--- src/rtl/pe_agu_ctrl.sv ---
// Instruction sequencer for one PE's AGU: queues instructions, issues start pulses,
// waits for done, and owns the index ping-pong bank handshake.
module pe_agu_ctrl #(
    parameter int QDEPTH = 4,
    parameter int TO_W   = 16,
    parameter int CNT_W  = 16
) (
    input  logic             clk,
    input  logic             rst,
    input  logic             ins_valid,
    output logic             ins_ready,
    input  logic [1:0]       ins_mode,
    input  logic [7:0]       ins_idx_cnt,
    input  logic [7:0]       ins_trip_cnt,
    input  logic             ins_is_new,
    input  logic [3:0]       ins_pad_code,
    input  logic             ins_cut_y,
    input  logic             ins_new_idx,
    output logic             idx_load_ready,
    input  logic             idx_load_done,
    output logic             agu_start,
    output logic [1:0]       agu_mode,
    output logic [7:0]       agu_idx_cnt,
    output logic [7:0]       agu_trip_cnt,
    output logic             agu_is_new,
    output logic [3:0]       agu_pad_code,
    output logic             agu_cut_y,
    input  logic             agu_done,
    output logic             switch_idx_buf,
    output logic             busy,
    output logic [CNT_W-1:0] ins_done_cnt,
    output logic [1:0]       err
);

    localparam int PW = (QDEPTH > 1) ? $clog2(QDEPTH) : 1;
    localparam int EW = 25;
    localparam logic [TO_W-1:0] WD_LAST = {{(TO_W-1){1'b1}}, 1'b0};
    localparam logic [PW:0]     Q_FULL  = (PW+1)'(QDEPTH);

    typedef enum logic [2:0] {
        S_IDLE,
        S_SWITCH,
        S_START,
        S_HOLD,
        S_RUN
    } state_t;

    logic [EW-1:0]    q_mem [QDEPTH];
    logic [PW-1:0]    wr_ptr_q, rd_ptr_q;
    logic [PW:0]      cnt_q, cnt_d;
    logic             ready_q;
    logic             wr_full_q, wr_full_d;
    state_t           state_q, state_d;
    logic [TO_W-1:0]  wd_q, wd_d;
    logic [CNT_W-1:0] done_cnt_q;
    logic [1:0]       err_q, err_d;
    logic [EW-2:0]    agu_word_q;

    logic          push, pop, done_inc, to_evt, switching;
    logic [EW-1:0] in_word, head;

    assign in_word   = {ins_mode, ins_idx_cnt, ins_trip_cnt, ins_is_new,
                        ins_pad_code, ins_cut_y, ins_new_idx};
    assign head      = q_mem[rd_ptr_q];
    assign push      = ins_valid & ready_q;
    assign switching = (state_q == S_SWITCH);
    assign cnt_d     = cnt_q + (PW+1)'(push) - (PW+1)'(pop);

    // A load pulse arriving in the same cycle as a swap refills the bank just freed.
    assign wr_full_d = idx_load_done | (wr_full_q & ~switching);
    assign err_d     = err_q | {idx_load_done & wr_full_q & ~switching, to_evt};

    always_comb begin
        state_d  = state_q;
        wd_d     = wd_q;
        pop      = 1'b0;
        done_inc = 1'b0;
        to_evt   = 1'b0;
        unique case (state_q)
            S_IDLE: begin
                wd_d = '0;
                // A load completing this cycle lets a waiting new_idx head go at once.
                if (cnt_q != '0) begin
                    if (!head[0]) begin
                        pop     = 1'b1;
                        state_d = S_START;
                    end else if (wr_full_q | idx_load_done) begin
                        pop     = 1'b1;
                        state_d = S_SWITCH;
                    end
                end
            end
            S_SWITCH: state_d = S_START;
            S_START:  state_d = S_HOLD;
            S_HOLD: begin
                wd_d    = '0;
                state_d = S_RUN;
            end
            S_RUN: begin
                wd_d = wd_q + 1'b1;
                if (agu_done) begin
                    done_inc = 1'b1;
                    state_d  = S_IDLE;
                end else if (wd_q == WD_LAST) begin
                    to_evt  = 1'b1;
                    state_d = S_IDLE;
                end
            end
            default: state_d = S_IDLE;
        endcase
    end

    always_ff @(posedge clk) begin
        if (push) begin
            q_mem[wr_ptr_q] <= in_word;
        end
    end

    always_ff @(posedge clk or negedge rst) begin
        if (!rst) begin
            wr_ptr_q   <= '0;
            rd_ptr_q   <= '0;
            cnt_q      <= '0;
            ready_q    <= 1'b1;
            wr_full_q  <= 1'b0;
            state_q    <= S_IDLE;
            wd_q       <= '0;
            done_cnt_q <= '0;
            err_q      <= '0;
            agu_word_q <= '0;
        end else begin
            if (push) wr_ptr_q <= wr_ptr_q + 1'b1;
            if (pop) begin
                rd_ptr_q   <= rd_ptr_q + 1'b1;
                agu_word_q <= head[EW-1:1];
            end
            cnt_q     <= cnt_d;
            ready_q   <= (cnt_d != Q_FULL);
            wr_full_q <= wr_full_d;
            state_q   <= state_d;
            wd_q      <= wd_d;
            err_q     <= err_d;
            if (done_inc) done_cnt_q <= done_cnt_q + 1'b1;
        end
    end

    assign ins_ready      = ready_q;
    assign idx_load_ready = ~wr_full_q;
    assign agu_start      = (state_q == S_START);
    assign switch_idx_buf = switching;
    assign busy           = (state_q != S_IDLE) | (cnt_q != '0);
    assign ins_done_cnt   = done_cnt_q;
    assign err            = err_q;
    assign {agu_mode, agu_idx_cnt, agu_trip_cnt, agu_is_new, agu_pad_code, agu_cut_y} = agu_word_q;

endmodule

--- config.mk ---
export PLATFORM = sky130hd
export DESIGN_NAME = pe_agu_ctrl
export DESIGN_NICKNAME = d
export VERILOG_FILES = /design/src/rtl/pe_agu_ctrl.sv
export SDC_FILE = /design/constraint.sdc
export NUM_CORES = 1
export LEC_CHECK = 0
export ABC_CLOCK_PERIOD_IN_PS = 2300
export CAP_MARGIN = 20
export CORE_MARGIN = 3
export CORE_UTILIZATION = 30
export CTS_BUF_LIST = sky130_fd_sc_hd__clkbuf_2
export CTS_CLUSTER_SIZE = 20
export DETAILED_ROUTE_END_ITERATION = 16
export PLACE_DENSITY_LB_ADDON = 0.3
export SYNTH_ARGS = -nofsm -noshare
export SYNTH_HDL_FRONTEND = slang
export SYNTH_SLANG_ARGS = --single-unit
--- constraint.sdc ---
create_clock -name clk -period 2.3 [get_ports clk]
set_input_delay 0.23 -clock clk [delete_from_list [all_inputs] [get_ports clk]]
set_output_delay 0.23 -clock clk [all_outputs]
set_load 0.02 [all_outputs]
## Word level (Yosys, flattened, before mapping)

Memory sizes are Yosys's and may differ from the RTL's.
Cells that the tools add are included.

| word-level totals | value |
|---|---|
| output and inout port bits | 47 |
| memories | 1 |
| flip-flop bits (word level) | 70 |
| word-level logic and storage cells | 60 |
| bits in writable memories | 100 |
| bits of input ports | 30 |

| cells by class | value |
|---|---|
| equal/unequal tests | 9 |
| mux-type cells | 18 |
| bitwise operators | 10 |
| add/subtract/negate cells | 6 |
| reduce and logical (&&, ||, !) cells | 6 |

Memory list:

| memory | words | width | read ports | clocked after Yosys merged registers in | wr ports | line | source |
|---|---|---|---|---|---|---|---|
| q_mem | 4 | 25 | 1 | 0 | 1 | 48 | `logic [EW-1:0] q_mem [QDEPTH];` |

Operator list:

| kind | number |
|---|---|
| adder 16 x 1 -> 16 bit (second input constant) | 2 |
| case mux 16 bit (2 select lines) | 1 |
| == test 16 bit (second input constant) | 1 |
| 2-to-1 mux 3 bit | 5 |
| case mux 3 bit (5 select lines) | 1 |
| 2-to-1 mux 1 bit | 11 |
| inequality test 3 bit (second input constant) | 3 |
| == test 3 x 2 -> 1 bit (second input constant) | 2 |
| nonzero test 3 bit | 2 |
| adder 2 x 1 -> 2 bit (second input constant) | 2 |
| AND 1 bit | 4 |
| adder 3 x 1 -> 3 bit | 1 |
| == test 3 x 1 -> 1 bit (second input constant) | 1 |
| == test 3 bit (second input constant) | 1 |
| logical NOT 3 bit | 1 |
| OR 1 bit | 3 |
| AND reduction 3 bit | 1 |
| subtractor 3 x 1 -> 3 bit | 1 |
| inequality test 2 bit (second input constant) | 1 |
| NOT 1 bit | 2 |
| OR 2 bit | 1 |
| nonzero test 2 bit | 1 |
| OR reduction 2 bit | 1 |

## Logic depth before layout (Yosys ltp)

| depth | value |
|---|---|
| depth in word-level cells | 7 |
| depth in mapped cells | 14 |
| depth with buffers taken out | 11 |

## Worst setup path after synthesis

OpenSTA, ideal clock, no wires.

| timing path | value |
|---|---|
| path kind | reg2reg |
| start | reg rd_ptr_q[0] |
| end | reg ready_q, in the netlist ins_ready |
| buffers on the path | 3 |
| slack | -279 ps |
| arrival | 2,497 ps |
| clock period less this slack | 2,579 ps |
| library setup time | 83 ps |
| cell stages (with the launch flop) | 15 |
| data required time | 2,217 ps |
| cells stage by stage | dfrtp_1 -> buf_6 -> mux2i_1 -> nor4_1 -> or3_1 -> buf_6 -> buf_8 -> inv_1 -> ha_1 -> inv_1 -> ha_1 -> fa_1 -> xnor2_1 -> xnor2_1 -> nand2_1 |

| between the ends | value |
|---|---|
| longest elaborated chain between the ends | 6 |

Ends and longest elaborated chain:

| item | line | source |
|---|---|---|
| start: declaration | 49 | `logic [PW-1:0] wr_ptr_q, rd_ptr_q;` |
| start signal: assignment | 134 | `rd_ptr_q <= rd_ptr_q + 1'b1;` |
| memory (4 x 25 bit) | -- |  |
| 2-to-1 mux 1 bit | 84 | `if (!head[0]) begin` |
| 2-to-1 mux 1 bit | 83 | `if (cnt_q != '0) begin` |
| 2-to-1 mux 1 bit | 79 | `unique case (state_q)` |
| named net pop | 59 | `logic push, pop, done_inc, to_evt, switching;` |
| subtractor 3 x 1 -> 3 bit | 67 | `assign cnt_d = cnt_q + (PW+1)'(push) - (PW+1)'(pop);` |
| named net cnt_d[2] | 50 | `logic [PW:0] cnt_q, cnt_d;` |
| inequality test 3 bit | 138 | `ready_q <= (cnt_d != Q_FULL);` |
| end signal: assignment | 138 |  |
| end: declaration | 51 | `logic ready_q;` |

The timed path passes the listed nets, and every way through them passes these cells.
A chain may end at the register's enable or synchronous reset.

## Worst setup path after layout

| timing path | value |
|---|---|
| start | reg state_q[1] |
| end | reg ready_q, in the netlist ins_ready |

| between the ends | value |
|---|---|
| longest elaborated chain between the ends | 4 |

Ends and longest elaborated chain:

| item | line | source |
|---|---|---|
| start: declaration | 53 | `state_t state_q, state_d;` |
| start signal: assignment | 140 | `state_q <= state_d;` |
| logical NOT 3 bit | 79 |  |
| 2-to-1 mux 1 bit | 79 |  |
| named net pop | 59 |  |
| subtractor 3 x 1 -> 3 bit | 67 |  |
| named net cnt_d[2] | 50 |  |
| inequality test 3 bit | 138 |  |

The timed path passes the listed nets, and every way through them passes these cells.

==> flow_summary.toml <==
[run_status]
status = "finished with violations"
violations = "negative setup slack"

[global_routing]
grt_pass1_wl_um = 23000
overflow = 0
antenna_found_initial = 1
grt_pass1_vias = 4198
grt_max_degree = 36
grt_util_all_layers = 0.121

[floorplan]
fp.dieW_um = 158
core_um2 = 22200
die_h_um = 158
io_pins = 77
placementRows = 54
start_util = 0.312
die_area_um2 = 24900

[route]
wl_met2_um = 7090
drcViolationCount = 0
drt-wirelength-per-cell_um = 17.5
vias = 3978
via_per_inst = 4.80
met3_length_um = 945
firstDrtPassIters = 6
drt-met1-wl_um = 6350
ant_nets = 0
first_iter_violations = 225
top_layer = "met5"
wl_um = 14500

[run]
cap_violations = 0

[place]
portBuffers = 76
routabilityCongestion = 0.728
dp_hpwl_um = 9180

[layout]
fin_util = 0.387
fill_cells = 2080
drive_gt1_frac = 0.235
syn_to_final_growth_pct = 24.2
fin_nets = 576
num_antenna_cells = 0

[synthesis]
synth_edf_count = 100
yosysWarningCount = 0
synth.distinct_cells = 45
syn_area_um2 = 6930
ys_seq_area_frac = 0.687
async_flop_share = 0.412
syn_nets = 461
synth.ff_latch_count = 170
syn_avg_cell_area_um2 = 16.5
netlist_instances = 421
ys.flop_type = "edfxtp_1"

[clock_network]
clk_pin_slew_ps = 310
cts_buffers = 17
cts_buffer_depth = 2
clock-sinks = 170
cts-root-buf = "clkbuf_2"
cts_tree = "done"
h-tree-depth = 4
clkLatencyLatePin_ps = 730

[timing]
finalWorstSetupSlack_ps = -14.7
finalSetupViolCount = 1
period_minus_slack_ps = 2310
final-hold-violation-count = 0
relSlewSlack = 0.634
skew_ps = 52.6
tightest_slew_ps = 550
period_share = 1.01
fin_hold_ws_ps = 117
fmax_ghz = 0.432
grt_setup_unrepaired = "true"
slew_viol_final = 0

[pwr]
p_leak_nw = 3.28
ir_worst_vdd_v = 0.000534
power_density_nw_per_um2 = 1130

[worst_setup_path]
setup.worst_path.start_class = "flip-flop"
crit_type = "reg2reg"
cp-end-kind = "flip-flop"
critPathRequiredTime_ps = 2960
path_max_fanout = 2
worstPathArrival_ps = 2980

[min_path]
hold_class = "in2reg"
[worst paths after layout]
kind / start / to / slack, ps / depth (start not counted)
min in group asynchronous: rst / ins_done_cnt[1] / 500 / 4
worst max-delay path: state_q[1] / ins_ready / -10 / 11
worst min register to register: ins_done_cnt[15] / ins_done_cnt[15] / 500 / 1
max in group asynchronous: rst / ins_ready / 1440 / 4
worst max register to register: state_q[1] / ins_ready / -10 / 11
worst min-delay path: ins_idx_cnt[7] / q_mem[2][22] / 120 / 1
[area by class of cell]
| type | instances | area (µm²) | area share |
|---|---|---|---|
| clock buffer | 17 | 85.1 | 0.00989 |
| clock inverter | 15 | 154 | 0.0179 |
| inverter | 14 | 55.1 | 0.00640 |
| multi-input combinational | 217 | 2080 | 0.242 |
| sequential | 170 | 4760 | 0.553 |
| tap | 280 | 350 | 0.0407 |
| timing repair buffer | 116 | 1120 | 0.130 |
[through the flow]
| stage | area, µm² | cells | setup slack, ps | total power [mW] | setup TNS [ps] |
|---|---|---|---|---|---|
| 2_1_floorplan | 6980 | 421 | -252 | 6.88 | -506 |
| 3_3_place_gp | 8170 | 782 | -294 | 8.13 | -617 |
| 3_5_place_dp | 8170 | 782 | -358 | 8.23 | -782 |
| 4_1_cts | 8490 | 820 | -43.8 | 9.85 | -79.8 |
| 5_1_grt | 8600 | 829 | -96.3 | 10.4 | -156 |
| 6_report | 8600 | 829 | -14.7 | 9.73 | -14.7 |
[critical path, cell delays in order (launching register included)]
cell and delay, ps:
dfrtp_1 480, nor3_4 190, nand2_1 70, or3_4 400
inv_4 60, ha_4 110, inv_2 30, ha_4 150
fa_2 350, xnor2_2 170, xnor2_2 140, nand2_1 70
[routing by layer]
metal	global-route usage	vias up
met2	0.199	105
met4	0.0246	2
met1	0.155	2028
met5	0	-
li1	-	1836
met3	0.0467	7
[where the power goes]
group	internal [mW]	total [mW]	switching, mW
Clock	0.355	1.54	1.18
Sequential	3.97	4.31	0.342
Combinational	2.02	3.88	1.87
[what timing repair did]
item / in CTS / in global routing
endpoints found under the hold margin: 73 / 29
hold buffers: 4 / 9
gates resized for setup: 12 / 9
pin swaps: 2 / 1
setup buffers: 2 / 0
setup endpoints to repair: 6 / 7
[flip-flops by register name, summed over array words and instances, names as in the netlist]
name          cells
wr_ptr_q          2
wd_q             16
state_q           3
agu_word_q       24
rd_ptr_q          2
q_mem           100
ins_ready         1
wr_full_q         1
err               2
ins_done_cnt     16
cnt_q             3
[cells by family after synthesis]
group                    after synthesis  synth area share
adder cells (fa/ha/maj)               10            0.0191
XOR/XNOR                              20            0.0253
AND/OR/NAND/NOR                       94            0.0726
buffers and inverters                 34            0.0255
flip-flops                           170             0.687
AO/OA/AOI/OAI                         40            0.0343
multiplexers                          53             0.137
[cells in the final DEF (no fill, tap or decap), types with 3 or more instances in the layout]
| cell | instances |
|---|---|
| o21ai_0 | 17 |
| clkbuf_2 | 19 |
| clkdlybuf4s50_1 | 70 |
| nor3_1 | 4 |
| xnor2_1 | 11 |
| inv_1 | 12 |
| nor4_1 | 4 |
| mux2_4 | 18 |
| a21oi_1 | 8 |
| mux4_2 | 20 |
| nand4_1 | 8 |
| mux4_1 | 4 |
| ha_1 | 7 |
| a31oi_1 | 3 |
| and3_1 | 9 |
| nor2_1 | 11 |
| buf_4 | 26 |
| dlygate4sd3_1 | 12 |
| buf_12 | 3 |
| xor2_1 | 7 |
| dfrtp_1 | 67 |
| nand2_1 | 25 |
| inv_8 | 6 |
| mux2_2 | 8 |
| o211ai_1 | 3 |
| edfxtp_1 | 100 |
| or4_1 | 3 |
| nand3_1 | 16 |
[cell usage after synthesis, drive strengths merged, types with 2 or more instances]
library cell  instances  share of area
mux2i                 3         0.0043
xor2                  7         0.0089
or4                   3         0.0033
dfrtp                69           0.25
a21oi                 8         0.0058
o211ai                3         0.0033
ha                    9          0.016
or3                   3         0.0027
inv                  14         0.0076
and3                  9         0.0081
nand3                16          0.012
nor2                 11         0.0060
a31oi                 3         0.0027
nor3                  6         0.0051
buf                   9          0.012
nand4                 8         0.0072
o22ai                 2         0.0018
a21o                  2         0.0022
mux2                 26          0.052
and4                  2         0.0025
o21ai                17          0.012
xnor2                13          0.016
clkbuf               11         0.0060
nor4                  5         0.0045
nor3b                 2         0.0022
edfxtp              100           0.43
mux4                 24          0.080
nand2                25          0.014
Note: power is estimated with default switching activity, not from simulation.
